File: config.mk
export PLATFORM = sky130hd
export DESIGN_NAME = i2c_reg_sequencer_flat
export DESIGN_NICKNAME = d
export VERILOG_FILES = /design/src/rtl/i2c_reg_sequencer_if.sv /design/src/rtl/i2c_reg_sequencer.sv /design/src/flat_wrapper.sv
export SDC_FILE = /design/constraint.sdc
export NUM_CORES = 1
export LEC_CHECK = 0
export ABC_AREA = 1
export CAP_MARGIN = 20
export CORE_MARGIN = 1
export CORE_UTILIZATION = 55
export DETAILED_ROUTE_END_ITERATION = 8
export MAX_ROUTING_LAYER = met4
export PLACE_DENSITY = 0.73
export RECOVER_POWER = 50
export SLEW_MARGIN = 0
export SYNTH_ARGS = -nofsm -noshare
export SYNTH_HDL_FRONTEND = slang
export SYNTH_SLANG_ARGS = --single-unit
export TNS_END_PERCENT = 20
File: constraint.sdc
create_clock -name clk -period 4.5 [get_ports clk]
set_input_delay 0.9 -clock clk [delete_from_list [all_inputs] [get_ports clk]]
set_output_delay 0.9 -clock clk [all_outputs]
set_load 0.005 [all_outputs]
File: src/rtl/i2c_reg_sequencer_if.sv
// Byte-level I2C master handshake between the register sequencer (master modport)
// and the existing byte engine (slave modport).
interface i2c_reg_sequencer_if;
  logic       isReady;
  logic       start;
  logic       send;
  logic [7:0] datasend;
  logic       sended;
  logic       receive;
  logic [7:0] datareceive;
  logic       received;

  modport master (
    input  isReady, sended, datareceive, received,
    output start, send, datasend, receive
  );

  modport slave (
    output isReady, sended, datareceive, received,
    input  start, send, datasend, receive
  );
endinterface

File: src/rtl/i2c_reg_sequencer.sv
// Register-transaction sequencer: one command becomes a START / reg / [RESTART] byte
// sequence on the byte-level master handshake, with internal TX and RX buffers.
module i2c_reg_sequencer #(
  parameter logic [6:0]  DEV_ADDR   = 7'h77,
  parameter int          MAX_LEN    = 22,
  parameter int          LEN_W      = 8,
  parameter int          START_HOLD = 15,
  parameter logic [15:0] TIMEOUT    = 16'hFFFF
) (
  input  logic             clk,
  input  logic             reset,
  input  logic             cmd_valid,
  output logic             cmd_ready,
  input  logic             cmd_rw,
  input  logic [7:0]       cmd_reg,
  input  logic [LEN_W-1:0] cmd_len,
  input  logic             tx_we,
  input  logic [LEN_W-1:0] tx_addr,
  input  logic [7:0]       tx_data,
  input  logic [LEN_W-1:0] rx_addr,
  output logic [7:0]       rx_data,
  i2c_reg_sequencer_if.master i2c,
  output logic             busy,
  output logic             done,
  output logic             error
);

  localparam int IDX_W  = (MAX_LEN > 1) ? $clog2(MAX_LEN) : 1;
  localparam int HOLD_W = (START_HOLD > 1) ? $clog2(START_HOLD) : 1;

  localparam logic [2:0] ST_IDLE       = 3'd0;
  localparam logic [2:0] ST_WAIT_READY = 3'd1;
  localparam logic [2:0] ST_LOAD       = 3'd2;
  localparam logic [2:0] ST_SEND_WAIT  = 3'd3;
  localparam logic [2:0] ST_RECV_REQ   = 3'd4;
  localparam logic [2:0] ST_RECV_WAIT  = 3'd5;
  localparam logic [2:0] ST_DONE       = 3'd6;

  logic [2:0]        state_r;
  logic              rw_r;
  logic [7:0]        reg_r;
  logic [LEN_W-1:0]  len_r;
  logic [LEN_W:0]    seqIdx_r;
  logic [LEN_W-1:0]  rxIdx_r;
  logic [15:0]       toCnt_r;
  logic [HOLD_W-1:0] holdCnt_r;
  logic              start_r, send_r, receive_r, busy_r, done_r, error_r;
  logic [7:0]        datasend_r;
  logic              sendedPrev_r, receivedPrev_r;
  logic [7:0]        txBuf_r [MAX_LEN];
  logic [7:0]        rxBuf_r [MAX_LEN];

  logic              sendedEvt_s, receivedEvt_s, lenBad_s, isAddr_s, waiting_s, abort_s;
  logic [LEN_W:0]    lastSeq_s, txPos_s;
  logic [7:0]        seqByte_s;

  assign sendedEvt_s   = i2c.sended & ~sendedPrev_r;
  assign receivedEvt_s = i2c.received & ~receivedPrev_r;
  assign lenBad_s      = (cmd_len == {LEN_W{1'b0}}) || (cmd_len > LEN_W'(MAX_LEN));
  // Read: addr(W), reg, addr(R) -> last send index 2; write: addr, reg, len payload bytes.
  assign lastSeq_s     = rw_r ? (LEN_W+1)'(2) : ({1'b0, len_r} + (LEN_W+1)'(1));
  assign txPos_s       = seqIdx_r - (LEN_W+1)'(2);
  assign isAddr_s      = (seqIdx_r == (LEN_W+1)'(0)) || (rw_r && (seqIdx_r == (LEN_W+1)'(2)));
  assign abort_s       = waiting_s && (toCnt_r == TIMEOUT);

  assign cmd_ready    = (state_r == ST_IDLE);
  assign busy         = busy_r;
  assign done         = done_r;
  assign error        = error_r;
  assign i2c.start    = start_r;
  assign i2c.send     = send_r;
  assign i2c.datasend = datasend_r;
  assign i2c.receive  = receive_r;

  // Next byte of the sequence for the current index.
  always_comb begin
    seqByte_s = 8'h00;
    if (seqIdx_r == (LEN_W+1)'(0)) begin
      seqByte_s = {DEV_ADDR, 1'b0};
    end else if (seqIdx_r == (LEN_W+1)'(1)) begin
      seqByte_s = reg_r;
    end else if (rw_r) begin
      seqByte_s = {DEV_ADDR, 1'b1};
    end else begin
      seqByte_s = txBuf_r[txPos_s[IDX_W-1:0]];
    end
  end

  // Which waiting states are stalled this cycle (timeout only counts while stalled).
  always_comb begin
    waiting_s = 1'b0;
    case (state_r)
      ST_WAIT_READY: waiting_s = ~i2c.isReady;
      ST_SEND_WAIT:  waiting_s = ~sendedEvt_s;
      ST_RECV_WAIT:  waiting_s = ~receivedEvt_s;
      default:       waiting_s = 1'b0;
    endcase
  end

  // RX read port, zero outside the buffer.
  always_comb begin
    if (rx_addr < LEN_W'(MAX_LEN)) begin
      rx_data = rxBuf_r[rx_addr[IDX_W-1:0]];
    end else begin
      rx_data = 8'h00;
    end
  end

  // TX buffer fill from the command side, locked while a transaction runs.
  always_ff @(posedge clk or negedge reset) begin
    if (!reset) begin
      for (int i = 0; i < MAX_LEN; i++) txBuf_r[i] <= 8'h00;
    end else if (tx_we && !busy_r && (tx_addr < LEN_W'(MAX_LEN))) begin
      txBuf_r[tx_addr[IDX_W-1:0]] <= tx_data;
    end
  end

  // Sequencer FSM, handshake outputs and RX capture.
  always_ff @(posedge clk or negedge reset) begin
    if (!reset) begin
      state_r        <= ST_IDLE;
      rw_r           <= 1'b0;
      reg_r          <= 8'h00;
      len_r          <= {LEN_W{1'b0}};
      seqIdx_r       <= {(LEN_W+1){1'b0}};
      rxIdx_r        <= {LEN_W{1'b0}};
      toCnt_r        <= 16'h0000;
      holdCnt_r      <= {HOLD_W{1'b0}};
      start_r        <= 1'b0;
      send_r         <= 1'b0;
      receive_r      <= 1'b0;
      busy_r         <= 1'b0;
      done_r         <= 1'b0;
      error_r        <= 1'b0;
      datasend_r     <= 8'h00;
      sendedPrev_r   <= 1'b0;
      receivedPrev_r <= 1'b0;
      for (int i = 0; i < MAX_LEN; i++) rxBuf_r[i] <= 8'h00;
    end else begin
      sendedPrev_r   <= i2c.sended;
      receivedPrev_r <= i2c.received;
      done_r         <= 1'b0;
      error_r        <= 1'b0;
      toCnt_r        <= 16'h0000;
      // START/RESTART is held for a fixed number of cycles independent of the ack.
      if (start_r) begin
        if (holdCnt_r == {HOLD_W{1'b0}}) start_r <= 1'b0;
        else holdCnt_r <= holdCnt_r - HOLD_W'(1);
      end
      case (state_r)
        ST_IDLE: begin
          if (cmd_valid) begin
            rw_r     <= cmd_rw;
            reg_r    <= cmd_reg;
            len_r    <= cmd_len;
            seqIdx_r <= {(LEN_W+1){1'b0}};
            rxIdx_r  <= {LEN_W{1'b0}};
            if (lenBad_s) begin
              error_r <= 1'b1;
            end else begin
              busy_r  <= 1'b1;
              state_r <= ST_WAIT_READY;
            end
          end
        end
        ST_WAIT_READY: begin
          if (i2c.isReady) state_r <= ST_LOAD;
          else toCnt_r <= toCnt_r + 16'd1;
        end
        ST_LOAD: begin
          datasend_r <= seqByte_s;
          send_r     <= 1'b1;
          start_r    <= isAddr_s;
          holdCnt_r  <= HOLD_W'(START_HOLD - 1);
          state_r    <= ST_SEND_WAIT;
        end
        ST_SEND_WAIT: begin
          if (sendedEvt_s) begin
            send_r   <= 1'b0;
            seqIdx_r <= seqIdx_r + (LEN_W+1)'(1);
            if (seqIdx_r == lastSeq_s) state_r <= rw_r ? ST_RECV_REQ : ST_DONE;
            else state_r <= ST_LOAD;
          end else begin
            toCnt_r <= toCnt_r + 16'd1;
          end
        end
        ST_RECV_REQ: begin
          receive_r <= 1'b1;
          state_r   <= ST_RECV_WAIT;
        end
        ST_RECV_WAIT: begin
          if (receivedEvt_s) begin
            rxBuf_r[rxIdx_r[IDX_W-1:0]] <= i2c.datareceive;
            rxIdx_r   <= rxIdx_r + LEN_W'(1);
            receive_r <= 1'b0;
            state_r   <= ((rxIdx_r + LEN_W'(1)) == len_r) ? ST_DONE : ST_RECV_REQ;
          end else begin
            toCnt_r <= toCnt_r + 16'd1;
          end
        end
        ST_DONE: begin
          done_r  <= 1'b1;
          busy_r  <= 1'b0;
          state_r <= ST_IDLE;
        end
        default: begin
          send_r    <= 1'b0;
          receive_r <= 1'b0;
          start_r   <= 1'b0;
          busy_r    <= 1'b0;
          state_r   <= ST_IDLE;
        end
      endcase
      if (abort_s) begin
        error_r   <= 1'b1;
        start_r   <= 1'b0;
        send_r    <= 1'b0;
        receive_r <= 1'b0;
        busy_r    <= 1'b0;
        state_r   <= ST_IDLE;
      end
    end
  end

endmodule

File: src/flat_wrapper.sv
// flat-port wrapper written by rule: the top's interface ports become plain ports
module i2c_reg_sequencer_flat 
#(
  parameter logic [6:0]  DEV_ADDR   = 7'h77,
  parameter int          MAX_LEN    = 22,
  parameter int          LEN_W      = 8,
  parameter int          START_HOLD = 15,
  parameter logic [15:0] TIMEOUT    = 16'hFFFF
)
  (clk, reset, cmd_valid, cmd_ready, cmd_rw, cmd_reg, cmd_len, tx_we, tx_addr, tx_data, rx_addr, rx_data, busy, done, error, i2c_isReady, i2c_sended, i2c_datareceive, i2c_received, i2c_start, i2c_send, i2c_datasend, i2c_receive);
  i2c_reg_sequencer_if i2c_i ();
  input  logic clk;
  input  logic reset;
  input  logic cmd_valid;
  output logic cmd_ready;
  input  logic cmd_rw;
  input  logic [7:0] cmd_reg;
  input  logic [LEN_W-1:0] cmd_len;
  input  logic tx_we;
  input  logic [LEN_W-1:0] tx_addr;
  input  logic [7:0] tx_data;
  input  logic [LEN_W-1:0] rx_addr;
  output logic [7:0] rx_data;
  output logic busy;
  output logic done;
  output logic error;
  input wire logic [$bits(i2c_i.isReady)-1:0] i2c_isReady;
  input wire logic [$bits(i2c_i.sended)-1:0] i2c_sended;
  input wire logic [$bits(i2c_i.datareceive)-1:0] i2c_datareceive;
  input wire logic [$bits(i2c_i.received)-1:0] i2c_received;
  output wire logic [$bits(i2c_i.start)-1:0] i2c_start;
  output wire logic [$bits(i2c_i.send)-1:0] i2c_send;
  output wire logic [$bits(i2c_i.datasend)-1:0] i2c_datasend;
  output wire logic [$bits(i2c_i.receive)-1:0] i2c_receive;
  assign i2c_i.isReady = i2c_isReady;
  assign i2c_i.sended = i2c_sended;
  assign i2c_i.datareceive = i2c_datareceive;
  assign i2c_i.received = i2c_received;
  assign i2c_start = i2c_i.start;
  assign i2c_send = i2c_i.send;
  assign i2c_datasend = i2c_i.datasend;
  assign i2c_receive = i2c_i.receive;
  i2c_reg_sequencer #(.DEV_ADDR(DEV_ADDR), .MAX_LEN(MAX_LEN), .LEN_W(LEN_W), .START_HOLD(START_HOLD), .TIMEOUT(TIMEOUT)) u_core (.clk(clk), .reset(reset), .cmd_valid(cmd_valid), .cmd_ready(cmd_ready), .cmd_rw(cmd_rw), .cmd_reg(cmd_reg), .cmd_len(cmd_len), .tx_we(tx_we), .tx_addr(tx_addr), .tx_data(tx_data), .rx_addr(rx_addr), .rx_data(rx_data), .i2c(i2c_i), .busy(busy), .done(done), .error(error));
endmodule
==> results of run 1 <==
metrics by stage:
step / setup WS (ns) / utilization (%) / power [uW] / cells
global placement: 0.317 / 58.9 / 7530 / 2883
finish: 0.238 / 63.1 / 11500 / 2964
CTS: 0.203 / 63.2 / 11500 / 2964
detailed placement: 0.212 / 58.9 / 7590 / 2883
floorplan: 1.55 / - / 6530 / 2480
global route: 0.0623 / 63.1 / 12100 / 2964
worst max-delay path: stages:
cell	delay, ns
clkdlybuf4s50_1	0.68
buf_4	0.28
o21ai_0	0.12
o22ai_1	0.18
o21ai_0	0.12
o21ai_0	0.26
nand2_1	0.10
a21oi_1	0.19
clkdlybuf4s50_1	0.53
routing by layer:
layer | vias up | global-route usage (%)
met5 | - | -
met1 | 8428 | 39.2
met4 | 0 | 11.0
li1 | 8241 | -
met2 | 653 | 47.5
met3 | 122 | 4.12
final cells by class:
cell class,instances,share of cell area [%]
Tap cell,461,2.55
Clock inverter,24,1.31
Timing Repair Buffer,100,4.31
Multi-Input combinational cell,1788,37.4
Sequential cell,425,47.1
Inverter,109,1.82
Clock buffer,57,5.50
cells by family (layout without fill, tap and decap cells):
logic type,after synthesis,in the layout,share of synthesized area (%)
AND/OR/NAND/NOR,1034,1034,21.5
AO/OA/AOI/OAI,733,733,19.1
flip-flops,425,425,52.6
buffers and inverters,267,290,5.58
adder cells (fa/ha/maj),13,13,0.804
XOR/XNOR,8,8,0.452
repair_timing:
item / 4_1_cts / 5_1_grt
hold buffers: 0 / 0
endpoints found under the setup margin: 0 / 2
resized for setup: 0 / 1
flip-flops by register name (all words and copies together), names as in the netlist, 3 cells and up:
| signal | count |
|---|---|
| u_core.rxIdx_r | 8 |
| u_core.i2c.datasend | 8 |
| u_core.seqIdx_r | 9 |
| u_core.reg_r | 8 |
| u_core.holdCnt_r | 4 |
| u_core.state_r | 3 |
| u_core.rxBuf_r | 176 |
| u_core.toCnt_r | 16 |
| u_core.len_r | 8 |
| u_core.txBuf_r | 176 |
placed cells by master, fill, tap and decap left out, types with 5 or more instances in the layout:
| cell | count |
|---|---|
| o21ai_0 | 477 |
| nand2_2 | 14 |
| inv_1 | 99 |
| o221ai_1 | 20 |
| clkdlybuf4s50_1 | 74 |
| bufinv_16 | 6 |
| nor2_1 | 275 |
| o211ai_1 | 11 |
| o21ai_1 | 128 |
| inv_2 | 6 |
| clkbuf_16 | 47 |
| dfrtp_1 | 423 |
| nor3_1 | 15 |
| a21oi_1 | 45 |
| nand2_1 | 619 |
| nor2_4 | 6 |
| nand4_1 | 13 |
| clkinv_2 | 10 |
| clkbuf_1 | 8 |
| nor2_2 | 7 |
| buf_4 | 13 |
| nand4_2 | 12 |
| xor2_1 | 5 |
| o22ai_1 | 40 |
| nand3_1 | 57 |
| ha_1 | 13 |
how the worst max path moves through the flow:
stage | startpoint | endpoint | cells after the start
3_5_place_dp | rx_addr[1] | rx_data[5] | 8
2_1_floorplan | rx_addr[0] | rx_data[5] | 8
5_1_grt | rx_addr[1] | rx_data[3] | 10
4_1_cts | rx_addr[1] | rx_data[5] | 8
3_3_place_gp | rx_addr[1] | rx_data[1] | 8
6_report | rx_addr[1] | rx_data[3] | 9
power by group:
group,internal [uW],total (uW),switching [uW],leakage [uW]
sequential,4130,4400,267,0.00583
clock,2310,3870,1560,0.000755
combinational,996,3200,2200,0.00368
==> metrics.txt, run 1 <==
largest net degree at the start of global routing=100; wire length on met3=about 3600 um; Worst Tran Pin Value=roughly 2.6 ns; Root Driver=clkbuf_16; Layout Nets=between 2k and 3k; WS Path Type=in2out; CTS tree=done; DP Wirelength=between 30,000 and 40,000 um; Syn Std Cell Area=slightly above 20,000 um2; uppermost routed layer=met4; Hold Vio Cnt, Final=0; Worst-Skew Late Latency=about 0.56 ns; maximum buffer depth of the clock tree=3; Mapped Cells=roughly 2.5k; drt pass-1 iters=6; number of synthesized register bits=425; via count=about 17k; worst-case vdd ir drop=0.389 mV; number of global-route vias before repair=roughly 17k; Final Instance Area=22,600 um2; WL met2=around 25,000 um; total negative slack=0 ns; Num Clock Sinks=about 430; failing checks=capacitance limit, slew limit; Mapped Nets=approximately 2.5k; area share of the largest cell type after synthesis=a little over half; GRT Total Usage=~30%; crit share post-route=about 95%; area of the multi-input gates=around 8500 um2; clk slew on worst S/H paths=approximately 0.06 ns; Critical R2R Launch=u_core.seqIdx_r[1]$_DFFE_PN0P_; status=finished, violations left; antenna violations before repair=0; maxcap violations=1; WP data required=roughly 3.6 ns; DRC Markers=0; Yosys cell types=48; Placed Area=around 21,000 um2; share of cells above drive strength 1=under 10%; Die Ht=between 150 and 200 um; main flop type after synthesis=dfrtp_1; WP data arrival=approximately 3.4 ns; effective utilization at floorplan=a little under three fifths; Vias/cell=about 6; n_diodes=0; top-count cell post-synth=nand2_1; final WL=approximately 54,000 um; cells on worst reg2reg path=10; Congestion Overflow GR=0; CTS Buf Count=46; first-pass GRT wire length=between 80,000 and 90,000 um; FF+latch area=approximately 11,000 um2; Async S/R FF share, synth=100%; Ports=79; hold endpoint=u_core.toCnt_r[13]$_DFF_PN0_; cell taking the most area after synthesis=dfrtp_1; most frequent cells after synthesis=nand2_1, o21ai_0, dfrtp_1, nor2_1, o21ai_1; Static Leak=a little over 0.01 uW; sequential-to-total area share from yosys stat=about 53%; reg2reg end=u_core.i2c.datasend[5]$_DFFE_PN0P_; achievable frequency=between 200 and 250 MHz; fin crit period=roughly 4.3 ns; count of flip-flops with a built-in enable after synthesis=0; DIE AREA=around 38,000 um2; final antenna-violating net count=0; Avg Cell Area, Syn=just over 8 um2; final setup fails=0; Ys Warns=0; R2R setup slack=about 1.7 ns; Max H-tree Level=2; GP Congestion=approximately 0.98; Power per Cell Area=approximately 510 nW/um2; WL/cell=roughly 18 um; Placeable Area=35,800 um2; area delta synth->final=11.7%; filler cell count=~3.1k; Worst Hold Class=reg2reg; slew margin rel.=-74.6%; unrepaired setup endpoints after global routing=false; post-CTS setup buffers=0; Worst setup EP type=output pin; startpoint types=input pin; DRT met1 WL=between 20,000 and 25,000 um; synth top area cells=dfrtp_1, o21ai_0, nand2_1; Hold Worst Slack=about 0.46 ns; Worst Clk Skew=0.0147 ns; Iteration-0 DRC Markers=about 1.5k; critical path fanouts, max=18; Final Max Tran Viols=98; Die Wd=slightly below 200 um; hold path startpoint=u_core.toCnt_r[13]$_DFF_PN0_; Min-Delay Path Depth=1; IO Port Bufs=78; num rows=between 60 and 70
(Power assumes the default switching activity.)
==> run 2, diff against run 1 <==
--- a/config.mk
+++ b/config.mk
@@ -10,11 +10,10 @@
 export CORE_MARGIN = 1
 export CORE_UTILIZATION = 55
 export DETAILED_ROUTE_END_ITERATION = 8
-export MAX_ROUTING_LAYER = met4
 export PLACE_DENSITY = 0.73
 export RECOVER_POWER = 50
 export SLEW_MARGIN = 0
 export SYNTH_ARGS = -nofsm -noshare
 export SYNTH_HDL_FRONTEND = slang
 export SYNTH_SLANG_ARGS = --single-unit
-export TNS_END_PERCENT = 20
+export TNS_END_PERCENT = 1
==> constraint.sdc (replaced) <==
create_clock -name clk -period 4.64 [get_ports clk]
set_input_delay 0.928 -clock clk [delete_from_list [all_inputs] [get_ports clk]]
set_output_delay 0.928 -clock clk [all_outputs]
set_load 0.005 [all_outputs]
==> run 2 against run 1 <==
Net effect:
- the flow still finishes with violations (capacitance limit, slew limit)
- total power decreased by 3.4%
- via count fell by 0.15%
- routed wire length is 1.2% lower
- critical path depth is the same
==> metrics.txt, run 2 (synthesis gave the netlist of run 1 again) <==
achievable frequency=231 MHz; Worst setup EP type=output pin; IO Port Bufs=between 70 and 80; Power per Cell Area=~490 nW/um2; share of cells above drive strength 1=around 6.1%; startpoint types=input pin; WS Path Type=in2out; final WL=around 53,000 um; combinational cell fraction of total power=between 20 and 30%; switching part of the total=35.0%; Static Leak=about 0.010 uW; largest net degree at the start of global routing=108; Hold Vio Cnt, Final=0; Net Switching=3880 uW; Placed Area=21,100 um2; most used cell, CP=o21ai_0; slowest CP cell=clkdlybuf4s50_1; via count=between 15k and 20k; Die Wd=194 um; crit share post-route=slightly above 90%; number of global-route vias before repair=about 17k; n_diodes=0; clk slew on worst S/H paths=0.06 ns; Iteration-0 DRC Markers=~1.5k; Clock Power Share=between 30% and 40%; maximum buffer depth of the clock tree=3; most frequent cells in the layout=nand2_1, o21ai_0, dfrtp_1; worst-case vdd ir drop=between 0.4 and 0.5 mV; # resized after CTS=0; WL/cell=~18 um; WP data arrival=3.40 ns; worst path bufs/invs=3; Die Ht=between 150 and 200 um; antenna violations before repair=0; Vias/cell=5.88; DRC Markers=0; drt pass-1 iters=7; Layout Nets=about 2.5k; effective utilization at floorplan=~56%; Num Clock Sinks=approximately 430; failing checks=capacitance limit, slew limit; maxcap violations=1; Cell Chain, Critical Path=clkdlybuf4s50_1 > buf_4 > o21ai_0 > o22ai_1 > o21ai_0 > o21ai_0 > nand2_1 > a21oi_1 > clkdlybuf4s50_1; slew margin rel.=-84.7%; status=finished, violations left; WP data required=around 3.7 ns; Congestion Overflow GR=0; total negative slack=0 ns; filler cell count=approximately 3.1k; Worst-Skew Late Latency=0.56 ns; Hold Buf Count CTS=0; Worst path top cell family by delay=buffers and inverters; most common cell after layout, fill and taps aside=nand2_1; Final Max Tran Viols=107; area delta synth->final=11.5%; Placeable Area=35,800 um2; Top Registers=u_core.rxBuf_r: 176 flops, u_core.txBuf_r: 176 flops, u_core.toCnt_r: 16 flops; Ports=79; final antenna-violating net count=0; Root Driver=clkbuf_16; fin crit period=between 4 and 5 ns; first-pass GRT wire length=~87,000 um; final setup fails=0; Int Pwr=between 7000 and 8000 uW; Worst Hold Class=reg2reg; CTS Buf Count=between 40 and 50; Worst Clk Skew=around 0.015 ns; Worst Tran Pin Value=approximately 2.8 ns; Largest stage delay, worst path=approximately 0.52 ns; DIE AREA=between 30,000 and 40,000 um2; critical path fanouts, max=40; Final Instance Area=22,600 um2; CTS tree=done; Sequential Power Share=roughly 39%; num rows=69; unrepaired setup endpoints after global routing=false; post-CTS setup buffers=0; GRT Total Usage=28.7%; Max H-tree Level=2; DP Wirelength=33,900 um; GP Congestion=between 0.8 and 0.9
-- run 2: changes by cell type in the layout (fill, tap and decap cells not counted), sizes merged --
cell	before	now
bufinv	6	5
clkinv	16	14
buf	18	16
clkinvlp	3	1
clkbuf	63	66
-- run 2: final timing paths --
kind	start	endpoint	slack, ns	cells after the start
max	rx_addr[1]	rx_data[0]	0.31	9
min	u_core.toCnt_r[13]$_DFF_PN0_	u_core.toCnt_r[13]$_DFF_PN0_	0.46	1
max reg2reg	u_core.state_r[0]$_DFFE_PN0P_	u_core.len_r[2]$_DFFE_PN0P_	1.90	7
min reg2reg	u_core.toCnt_r[13]$_DFF_PN0_	u_core.toCnt_r[13]$_DFF_PN0_	0.46	1
max in group asynchronous	reset	u_core.seqIdx_r[1]$_DFFE_PN0P_	0.80	2
min in group asynchronous	reset	u_core.rxBuf_r[124]$_DFFE_PN0P_	1.24	1
-- run 2: final cells by class --
| class | count | area [um2] | share of cell area [%] |
|---|---|---|---|
| clock inverters | 19 | 230 | 1.02 |
| repair buffers | 98 | 950 | 4.21 |
| flip-flops and latches | 425 | 10600 | 47.2 |
| inverters | 109 | 412 | 1.83 |
| multi-input cells | 1788 | 8450 | 37.5 |
| clock buffers | 60 | 1290 | 5.74 |
| well taps | 461 | 577 | 2.56 |
-- run 2: per-layer routing --
| layer | track usage, % | up-vias | part of all wire [%] |
|---|---|---|---|
| met5 | 0 | - | 0 |
| met4 | 10.8 | 0 | 3.4 |
| met3 | 4.71 | 124 | 6.7 |
| met2 | 46.5 | 657 | 47 |
| met1 | 39.1 | 8404 | 43 |
| li1 | - | 8232 | - |
-- run 2: per-stage QoR --
step | setup slack (ns) | utilization [%] | instances | power [uW] | hold slack, ns
after global placement | 0.467 | 58.8 | 2881 | 7300 | 0.455
after detailed placement | 0.446 | 58.8 | 2881 | 7370 | 0.456
after floorplan | 1.63 | - | 2480 | 6340 | 0.433
after global routing | 0.153 | 62.9 | 2960 | 11700 | 0.498
after CTS | 0.432 | 63.1 | 2960 | 11100 | 0.464
final | 0.313 | 62.9 | 2960 | 11100 | 0.462
-- run 2: power by group through the flow --
| stage | combinational (uW) | sequential (uW) | clock [uW] |
|---|---|---|---|
| 2_1_floorplan | 2100 | 4230 | 0 |
| 3_3_place_gp | 2990 | 4320 | 0 |
| 3_5_place_dp | 3050 | 4320 | 0 |
| 4_1_cts | 3060 | 4260 | 3770 |
| 5_1_grt | 3470 | 4300 | 3910 |
| 6_report | 3090 | 4270 | 3720 |
